===== config.mk =====
export PLATFORM = sky130hd
export DESIGN_NAME = request_pending_controller_8
export DESIGN_NICKNAME = d
export VERILOG_FILES = /design/src/rtl/request_pending_controller_8.sv
export SDC_FILE = /design/constraint.sdc
export NUM_CORES = 1
export LEC_CHECK = 0
export ABC_CLOCK_PERIOD_IN_PS = 2250
export BUFFER_PORTS_ARGS = -buffer_cell sky130_fd_sc_hd__buf_2
export CORE_MARGIN = 4
export CORE_UTILIZATION = 48
export CTS_CLUSTER_SIZE = 20
export DETAILED_ROUTE_END_ITERATION = 12
export PLACE_DENSITY = 0.76
export SKIP_CTS_REPAIR_TIMING = 1
export SYNTH_ARGS = -nofsm -noshare
export SYNTH_HDL_FRONTEND = slang
export SYNTH_SLANG_ARGS = --single-unit

===== constraint.sdc =====
create_clock -name Clock_In -period 2.25 [get_ports Clock_In]
set_input_delay 0.225 -clock Clock_In [delete_from_list [all_inputs] [get_ports Clock_In]]
set_output_delay 0.225 -clock Clock_In [all_outputs]
set_load 0.05 [all_outputs]

===== src/rtl/request_pending_controller_8.sv =====
// Request latch and interrupt presenter wrapped around an external 8-3 priority encoder.
// Optional build macro REQUEST_LEVEL_MODE_EN selects level-sensitive request capture.
module request_pending_controller_8 #(
    parameter int ACK_TIMEOUT = 16
) (
    input  logic       Clock_In,
    input  logic       Reset_In,
    input  logic [7:0] Request_In,
    input  logic [7:0] Mask_In,
    input  logic [2:0] Encoded_Value_In,
    input  logic       Ack_In,
    output logic       Data_0_Out,
    output logic       Data_1_Out,
    output logic       Data_2_Out,
    output logic       Data_3_Out,
    output logic       Data_4_Out,
    output logic       Data_5_Out,
    output logic       Data_6_Out,
    output logic       Data_7_Out,
    output logic       Irq_Valid_Out,
    output logic [2:0] Irq_Index_Out,
    output logic [7:0] Pending_Out,
    output logic [7:0] Overflow_Out,
    output logic       Timeout_Out
);

    // state   | meaning
    // IDLE    | nothing presented; capture encoder result when any unmasked bit pends
    // SERVICE | Irq_Index_Out presented, waiting for ack or timeout
    typedef enum logic {
        IDLE    = 1'b0,
        SERVICE = 1'b1
    } state_t;

    localparam int CNT_W = (ACK_TIMEOUT > 0) ? $clog2(ACK_TIMEOUT + 1) : 1;
    localparam int TERM  = (ACK_TIMEOUT > 0) ? ACK_TIMEOUT - 1 : 0;

    state_t             state;
    state_t             state_next;
    logic [7:0]         pending;
    logic [7:0]         pending_next;
    logic [7:0]         data;
    logic               any_req;
    logic [7:0]         set_vec;
    logic [7:0]         clr_vec;
    logic               valid;
    logic               valid_next;
    logic [2:0]         index;
    logic [2:0]         index_next;
    logic [CNT_W-1:0]   cnt;
    logic [CNT_W-1:0]   cnt_next;
    logic               timeout;
    logic               timeout_next;

    assign data    = pending & ~Mask_In;
    assign any_req = |data;

    assign Data_0_Out = data[0];
    assign Data_1_Out = data[1];
    assign Data_2_Out = data[2];
    assign Data_3_Out = data[3];
    assign Data_4_Out = data[4];
    assign Data_5_Out = data[5];
    assign Data_6_Out = data[6];
    assign Data_7_Out = data[7];

    assign Irq_Valid_Out = valid;
    assign Irq_Index_Out = index;
    assign Pending_Out   = pending;
    assign Timeout_Out   = timeout;

`ifdef REQUEST_LEVEL_MODE_EN
    assign set_vec      = Request_In;
    assign Overflow_Out = 8'h00;
`else
    logic [7:0] prev;
    logic [7:0] overflow;
    logic [7:0] ovf_set;

    assign set_vec      = Request_In & ~prev;
    // An edge coinciding with the ack of the same channel simply re-arms it.
    assign ovf_set      = set_vec & pending & ~clr_vec;
    assign Overflow_Out = overflow;

    always_ff @(posedge Clock_In) begin
        if (Reset_In) begin
            prev     <= 8'hFF;
            overflow <= 8'h00;
        end else begin
            prev     <= Request_In;
            overflow <= overflow | ovf_set;
        end
    end
`endif

    // Set takes priority over the ack clear of the same bit.
    assign pending_next = (pending & ~clr_vec) | set_vec;

    always_comb begin
        state_next   = state;
        valid_next   = valid;
        index_next   = index;
        cnt_next     = cnt;
        clr_vec      = 8'h00;
        timeout_next = 1'b0;
        case (state)
            IDLE: begin
                valid_next = 1'b0;
                if (any_req) begin
                    index_next = Encoded_Value_In;
                    valid_next = 1'b1;
                    cnt_next   = '0;
                    state_next = SERVICE;
                end
            end
            SERVICE: begin
                if (Ack_In) begin
                    clr_vec    = 8'h01 << index;
                    valid_next = 1'b0;
                    state_next = IDLE;
                end else if ((ACK_TIMEOUT != 0) && (cnt == CNT_W'(TERM))) begin
                    valid_next   = 1'b0;
                    timeout_next = 1'b1;
                    state_next   = IDLE;
                end else begin
                    cnt_next = cnt + CNT_W'(1);
                end
            end
            default: begin
                valid_next = 1'b0;
                state_next = IDLE;
            end
        endcase
    end

    always_ff @(posedge Clock_In) begin
        if (Reset_In) begin
            state   <= IDLE;
            pending <= 8'h00;
            valid   <= 1'b0;
            index   <= 3'd0;
            cnt     <= '0;
            timeout <= 1'b0;
        end else begin
            state   <= state_next;
            pending <= pending_next;
            valid   <= valid_next;
            index   <= index_next;
            cnt     <= cnt_next;
            timeout <= timeout_next;
        end
    end

endmodule


## Yosys cells after proc, flatten, opt, wreduce, memory -nomap -nowiden

Cells that the tools add are included.

| word-level totals | value |
|---|---|
| register bits after elaboration | 35 |
| input bits | 22 |
| output and inout port bits | 29 |
| logic and storage cells | 44 |

| cells by class | value |
|---|---|
| add/subtract/negate cells | 1 |
| equal/unequal tests | 5 |
| shifts and indexed selects | 1 |
| multiplexer cells | 14 |
| bitwise gates (word level) | 11 |
| reduce and logical (&&, ||, !) cells | 4 |

Operator list:

| cell | number |
|---|---|
| $and A8 B8 Y8 | 5 |
| $not A8 Y8 | 3 |
| $mux W8 | 2 |
| $or A8 B8 Y8 | 2 |
| $mux W5 | 3 |
| $pmux W5 S2 | 1 |
| $reduce_or A8 Y1 | 1 |
| $shl A1 B3 Y8 const A | 1 |
| $mux W1 | 6 |
| $ne A2 B2 Y1 const B | 3 |
| $add A5 B1 Y5 const B | 1 |
| $eq A5 B4 Y1 const B | 1 |
| $pmux W1 S2 | 2 |
| $ne A3 B2 Y1 const B | 1 |
| $reduce_and A3 Y1 | 1 |
| $reduce_or A3 Y1 | 1 |
| $reduce_and A2 Y1 | 1 |
| $not A1 Y1 | 1 |

## Longest topological paths before layout

Gate-level depths: netlist (run 1).

| logic depth | value |
|---|---|
| depth after elaboration | 6 |
| mapped depth | 7 |
| mapped depth without buffers | 7 |

## Worst setup path before layout (run 1)

No wires, ideal clock.

| timing path | value |
|---|---|
| kind | register -> register |
| from | register pending[6], in the netlist Pending_Out[6] |
| to | register index[0], in the netlist Irq_Index_Out[0] |
| setup time | 0.072 ns |
| arrival time | 2.196 ns |
| data required time | 2.178 ns |
| path slack | -0.018 ns |
| stages on the path, launching flop included | 5 |
| path buffers | 0 |
| clock period less this slack | 2.268 ns |
| path through | dfxtp_1 -> nor2b_1 -> nor4_2 -> a21oi_2 -> mux2i_1 |

| between the ends | value |
|---|---|
| longest elaborated chain between the ends | 3 |

RTL lines:

| item | RTL line | source |
|---|---|---|
| start, declared | 40 | `logic [7:0] pending;` |
| start signal, assigned | 146 | `pending <= pending_next;` |
| $and A8 B8 Y8 | 55 | `assign data = pending & ~Mask_In;` |
| named net Data_6_Out | 18 | `output logic Data_6_Out,` |
| $reduce_or A8 Y1 | 56 | `assign any_req = \|data;` |
| $reduce_and A2 Y1 (no line) | -- |  |
| end signal, assigned | 148 | `index <= index_next;` |
| end, declared | 48 | `logic [2:0] index;` |

The timed path passes the listed nets, and every way through them passes these cells.
A chain may end at the register's enable or synchronous reset.

## Final worst setup path (run 1)

| timing path | value |
|---|---|
| from | register cnt[0] |
| to | register cnt[3] |

| between the ends | value |
|---|---|
| longest elaborated chain between the ends | 4 |
| elaborated cells on any way between the ends | 7 |
| those cells by class | 1 x add/sub; 2 x eq/ne; 3 x mux; 1 x reduce/logical |

RTL lines:

| item | RTL line | source |
|---|---|---|
| start, declared | 50 | `logic [CNT_W-1:0] cnt;` |
| start signal, assigned | 149 | `cnt <= cnt_next;` |
| $add A5 B1 Y5 | 126 | `cnt_next = cnt + CNT_W'(1);` |
| $mux W5 | 121 | `end else if ((ACK_TIMEOUT != 0) && (cnt == CNT_W'(TERM))) begin` |
| $mux W5 | 117 | `if (Ack_In) begin` |
| $pmux W5 S2 | 106 | `case (state)` |

Several ways; a longest one is shown, not always the timed one. The select of a mux whose other input is x is not followed.

==> run metrics, run 1 <==
initial antenna violation count 0; period utilisation layout 0.889; Mapped Avg Cell Area 9.37 um2; vias per cell roughly 5.3; critical path endpoint category register; CTS root buffer clkbuf_4; Setup CP Type reg -> reg; fin util 0.626; Rows 19; worst skew pair latency about 330 ps; GR peak layer met2; TritonCTS clock tree yes; status completed; Worst Hold Class in -> reg; sequential area share after synthesis 0.489; wirelength, routed 3300 um; CTS Sinks 35; Pwr per Cell Area 694 mW/mm2; Final Hold Viols 0; Final #Nets roughly 230; Mapped Cells 153; top-area cell type share of the netlist area 0.489; VDD IR max roughly 0.42 mV; hold_ws 87.5 ps; placed inst area around 0.0017 mm2; CP required 2510 ps; DRT Pass-1 Iters 4; Slew Viols, Final 0; core area 0.00281 mm2; number of storage elements in the synthesis netlist 35; share of cells above drive strength 1 0.361; chip height 62.7 um; max_slew headroom 0.607; CP Launch Type register; GP Congestion 0.750; met2 usage 0.310; Critical Path AT between 2000 and 2500 ps; Buffers on Ports 50; Final Cell Area 0.00176 mm2; Layout area overhead 22.5%; GR Util met1 0.211; Max FO, Critical Path 5; first-pass GRT wire length 5820 um; largest buffer count on any clock path 2; Hold Crit Start Request_In[0]; largest net degree at the start of global routing 42; reg-to-reg setup timing slack between 200 and 250 ps; synth unique cells 32; die area 0.00393 mm2; measured slew at the worst slew-check pin 589 ps; vias in the first global route ~1300; Max Freq 0.500 GHz; post-synth net total 178; Filler cells between 200 and 300; # IOs just over 50; YS warnings 0; gr ovfl total 0; total number of vias 1247; # setup viols final 0; Non-Filler Instances around 240; gr usage total 0.184; post-route setup TNS 0 ps; CTS Buf Count 5; die width roughly 63 um; hpwl dp 2570 um; placed cells 228; Post-DRT Antenna Nets 0; worst setup path start cnt[0]$_SDFFE_PP0P_; Reg clk slew, reported paths 100 ps; GR Util met3 0.0719; top area cells in the synthesized netlist dfxtp_1 49%, nand2b_1 4.4%, nor2_1 4.2%; mapped cell area 0.00143 mm2; Remaining DRCs 0; total of max-cap violations 0; Ant. Diodes 0; RSZ-0062 raised after global routing false; largest area contributor in the netlist dfxtp_1; Max Clock Skew 5.71 ps; DRT iter0 DRCs 58; Leak Pwr 0.822 nW; r2r startpoint cnt[0]$_SDFFE_PP0P_; Period minus WS final 2000 ps; Initial Util 0.511; routed length per instance 14.0 um; htree depth 2
-- metal layers --
metal / part of all wire / up-vias
met3: 0.072 / 6
met4: 0.012 / 0
met5: 0 / -
li1: - / 631
met1: 0.42 / 575
met2: 0.49 / 35
-- synthesized netlist by cell type --
cell	number
dfxtp_1	35
nor2_1	16
nand2b_1	10
a21oi_1	9
a31oi_1	9
or2_2	9
inv_1	8
nor2b_1	8
o21a_1	6
clkbuf_1	5
nand3b_1	4
ha_1	3
mux2i_1	3
nand2_1	3
nand3_1	3
nand4_1	3
nor4_2	2
o21ai_1	2
or3_1	2
a21o_1	1
a21oi_2	1
and3_1	1
buf_4	1
nand4b_1	1
nor3b_1	1
nor3b_4	1
o21ba_1	1
o21ba_2	1
o31a_1	1
o31ai_1	1
o32ai_1	1
or3b_1	1
-- placed cells by master (no fill, tap or decap), types with 2 or more instances in the layout --
cell type and instances:
buf_2 50, dfxtp_1 35, nor2_1 16, nand2b_1 10, a21oi_1 9, or2_2 9, a31oi_1 9, inv_1 8
o21a_1 6, clkbuf_4 5, nor2b_2 4, nor2b_1 4, nand3b_1 4, nand3_1 3, nand2_1 3, mux2i_1 3
nand4_1 3, ha_1 3, nor4_2 2, or3_1 2, o21ai_1 2, clkbuf_1 2
-- flip-flops by register name, summed over array words and instances, names as in the netlist --
| signal | flops |
|---|---|
| Irq_Index_Out | 3 |
| Irq_Valid_Out | 1 |
| Overflow_Out | 8 |
| Pending_Out | 8 |
| Timeout_Out | 1 |
| cnt | 5 |
| prev | 8 |
| state | 1 |
-- cell families (layout without fill, tap and decap cells) --
group / Yosys count / in the layout / synth area share
simple gates: 65 / 65 / 0.273
flops: 35 / 35 / 0.489
compound gates: 33 / 33 / 0.152
buf+inv: 14 / 66 / 0.0393
fa+ha+maj: 3 / 3 / 0.0262
mux: 3 / 3 / 0.0209
-- power breakdown --
| group | internal (mW) | switching [mW] |
|---|---|---|
| Clock | 0.122 | 0.194 |
| Combinational | 0.0757 | 0.153 |
| Sequential | 0.648 | 0.0271 |
| Total | 0.846 | 0.373 |
-- worst max-delay path, cell delays in order, from the launching register on --
cell	delay, ps
dfxtp_1	350
ha_1	230
and3_1	210
ha_1	220
nor3b_4	260
nand4_1	150
or3b_1	380
a31oi_1	130
-- per-stage QoR --
stage / total power, mW / setup slack (ps)
floorplan: 0.853 / 9.14
global placement: 0.912 / 371
detailed placement: 0.919 / 274
CTS: 1.23 / 249
global route: 1.29 / 89.0
finish: 1.22 / 249
-- layout make-up --
cell class | instances | area [um2] | share of cell area
flip-flops and latches | 35 | 701 | 0.399
multi-input cells | 104 | 687 | 0.391
repair buffers | 50 | 250 | 0.142
clock buffers | 7 | 45.0 | 0.0256
well taps | 31 | 38.8 | 0.0221
inverters | 8 | 30.0 | 0.0171
clock inverters | 1 | 5.00 | 0.00285
-- final timing paths --
path                                      to  cells after the start
hold reg to reg   Irq_Valid_Out$_SDFFE_PP0P_                      2
setup reg to reg         cnt[3]$_SDFFE_PP0P_                      7
setup / recovery         cnt[3]$_SDFFE_PP0P_                      7
hold / removal            prev[0]$_SDFF_PP1_                      2
(Power assumes the default switching activity.)
==> inputs of run 2 (changes only) <==
Settings changed: ABC_CLOCK_PERIOD_IN_PS 2250 to 2150.
Clock period 2.25 ns to 2.15 ns, I/O delays scaled along.
==> run 2 against run 1 <==
Against the previous run:
- power is 14% higher
- sequential power is 4.4% higher
- register-to-register slack worse by 70 ps
- die area stayed put
- via count is 1.4% higher
- clock skew is 0.50 ps lower
- cell count stayed put
- cell area is 2.4% higher
==> run metrics, run 2 (synthesis gave the netlist of run 1 again) <==
status completed (unchanged); leading cell types in the layout, fill and taps excluded 50 x buf_2, 35 x dfxtp_1, 16 x nor2_1 (unchanged); Clk pwr share 0.318 (was 0.259); DRT Pass-1 Iters 4 (unchanged); initial antenna violation count 0 (unchanged); gr ovfl total 0 (unchanged); Buffers on Ports 50 (unchanged); Critical Path AT 2240 ps (was 2260 ps); share of cells above drive strength 1 0.390 (was 0.361); Slew Viols, Final 0 (unchanged); reg2reg end cnt[3]$_SDFFE_PP0P_ (unchanged); Top Metal Used met4 (unchanged); Int Power 1.00 mW (was 0.846 mW); critical path endpoint category register (unchanged); hold endpoint prev[0]$_SDFF_PP1_ (unchanged); register share of total power 0.508 (was 0.554); vias in the first global route 1287 (was 1307); DRT iter0 DRCs 43 (was 58); Setup CP Type reg -> reg (unchanged); core area 0.00281 mm2 (unchanged); max_slew headroom 0.595 (was 0.607); Max FO, Critical Path 4 (was 5); CTS Buf Count 5 (unchanged); Final #Nets 230 (was 229); Period minus WS final 1970 ps (was 2000 ps); switching power 0.390 mW (was 0.373 mW); FF-to-FF path depth 7 (unchanged); RSZ-0062 raised after global routing false (unchanged); htree depth 2 (unchanged); Rows 19 (unchanged); reg-to-reg setup timing slack 180 ps (was 250 ps); chip height 62.7 um (unchanged); largest net degree at the start of global routing 42 (unchanged); Switching Share 0.281 (was 0.306); Reg clk slew, reported paths 100 ps (about the same); wl on met1 1380 um (was 1390 um); wirelength, routed 3190 um (was 3300 um); vias per cell 5.36 (was 5.28); Pwr per Cell Area 773 mW/mm2 (was 694 mW/mm2); Ant. Diodes 0 (unchanged); GP Congestion 0.693 (was 0.750); Final Hold Viols 0 (unchanged); Leak Pwr 0.836 nW (was 0.822 nW); Hold Crit Start Request_In[0] (unchanged); Max Freq 0.507 GHz (was 0.500 GHz); Comb power frac 0.175 (was 0.187); # setup viols final 0 (unchanged); WHS Path Cells 2 (unchanged); VDD IR max 0.480 mV (was 0.417 mV); die area 0.00393 mm2 (unchanged); r2r startpoint cnt[0]$_SDFFE_PP0P_ (unchanged); CTS Sinks 35 (unchanged); routed length per instance 13.5 um (was 14.0 um); largest buffer count on any clock path 2 (unchanged); # IOs 51 (unchanged); total of max-cap violations 0 (unchanged); met3 WL 173 um (was 236 um); Max Clock Skew 5.20 ps (was 5.71 ps); worst setup margin 176 ps (was 249 ps); first-pass GRT wire length 5470 um (was 5820 um); measured slew at the worst slew-check pin 607 ps (was 589 ps); gr usage total 0.175 (was 0.184); TritonCTS clock tree yes (unchanged); hpwl dp 2350 um (was 2570 um); Worst Hold Class in -> reg (unchanged); total number of vias 1265 (was 1247); Layout area overhead 25.4% (was 22.5%); Remaining DRCs 0 (unchanged); worst skew pair latency 330 ps (about the same); Initial Util 0.511 (unchanged); die width 62.7 um (unchanged); period utilisation layout 0.918 (was 0.889); Post-DRT Antenna Nets 0 (unchanged); CP required 2410 ps (was 2510 ps); CP Launch Type register (unchanged); CTS root buffer clkbuf_4 (unchanged); most common library cell in the layout ignoring fill and taps buf_2 (unchanged); met2 wire len 1580 um (was 1630 um); Placement Setup Slack 176 ps (was 274 ps); post-route setup TNS 0 ps (unchanged)
==> run 2: worst max-delay path by stage <==
| stage | slack, ps | cells after the start | from | end |
|---|---|---|---|---|
| after floorplan | 170 | 4 | Pending_Out[6]$_SDFF_PP0_ | Irq_Index_Out[0]$_SDFFE_PP0P_ |
| after global placement | 270 | 7 | cnt[0]$_SDFFE_PP0P_ | cnt[3]$_SDFFE_PP0P_ |
| after detailed placement | 180 | 7 | cnt[0]$_SDFFE_PP0P_ | cnt[3]$_SDFFE_PP0P_ |
| after CTS | 140 | 7 | cnt[0]$_SDFFE_PP0P_ | cnt[3]$_SDFFE_PP0P_ |
| after global routing | 30 | 7 | cnt[0]$_SDFFE_PP0P_ | cnt[3]$_SDFFE_PP0P_ |
| final | 180 | 7 | cnt[0]$_SDFFE_PP0P_ | cnt[3]$_SDFFE_PP0P_ |
==> run 2: power groups by stage <==
stage / combinational [mW] / clock, mW / sequential (mW)
final: 0.243 / 0.442 / 0.706
after global routing: 0.260 / 0.489 / 0.712
after CTS: 0.241 / 0.454 / 0.706
after detailed placement: 0.240 / 0 / 0.720
after global placement: 0.236 / 0 / 0.719
after floorplan: 0.120 / 0 / 0.774
==> run 2: worst max-delay path: stages, from the launching register on <==
cell and delay [ps]:
dfxtp_1 340, ha_1 240, and3_1 220, ha_2 200
nor3b_4 250, nand4_1 140, or3b_1 390, a31oi_1 130
==> run 2: per-stage QoR <==
stage | hold slack (ps) | area, um2 | power, mW | utilization | instances
3_3_place_gp | 420 | 1720 | 0.955 | 0.612 | 228
4_1_cts | 66.2 | 1790 | 1.40 | 0.637 | 235
6_report | 79.1 | 1800 | 1.39 | 0.641 | 236
3_5_place_dp | 428 | 1720 | 0.960 | 0.612 | 228
2_1_floorplan | 322 | 1450 | 0.894 | - | 153
5_1_grt | 73.8 | 1800 | 1.46 | 0.641 | 236
==> run 2: layer usage <==
layer,GRT usage,vias up
li1,-,633
met1,0.201,588
met2,0.294,38
met3,0.0522,6
met4,0.0909,0
met5,0,-
==> run 2: area by class of cell <==
class                           count  area (um2)
Fill cell                         233        1010
Sequential cell                    35         701
Multi-Input combinational cell    104         699
Timing Repair Buffer               51         258
Clock buffer                        6        41.3
Tap cell                           31        38.8
Clock inverter                      1        30.0
Inverter                            8        30.0
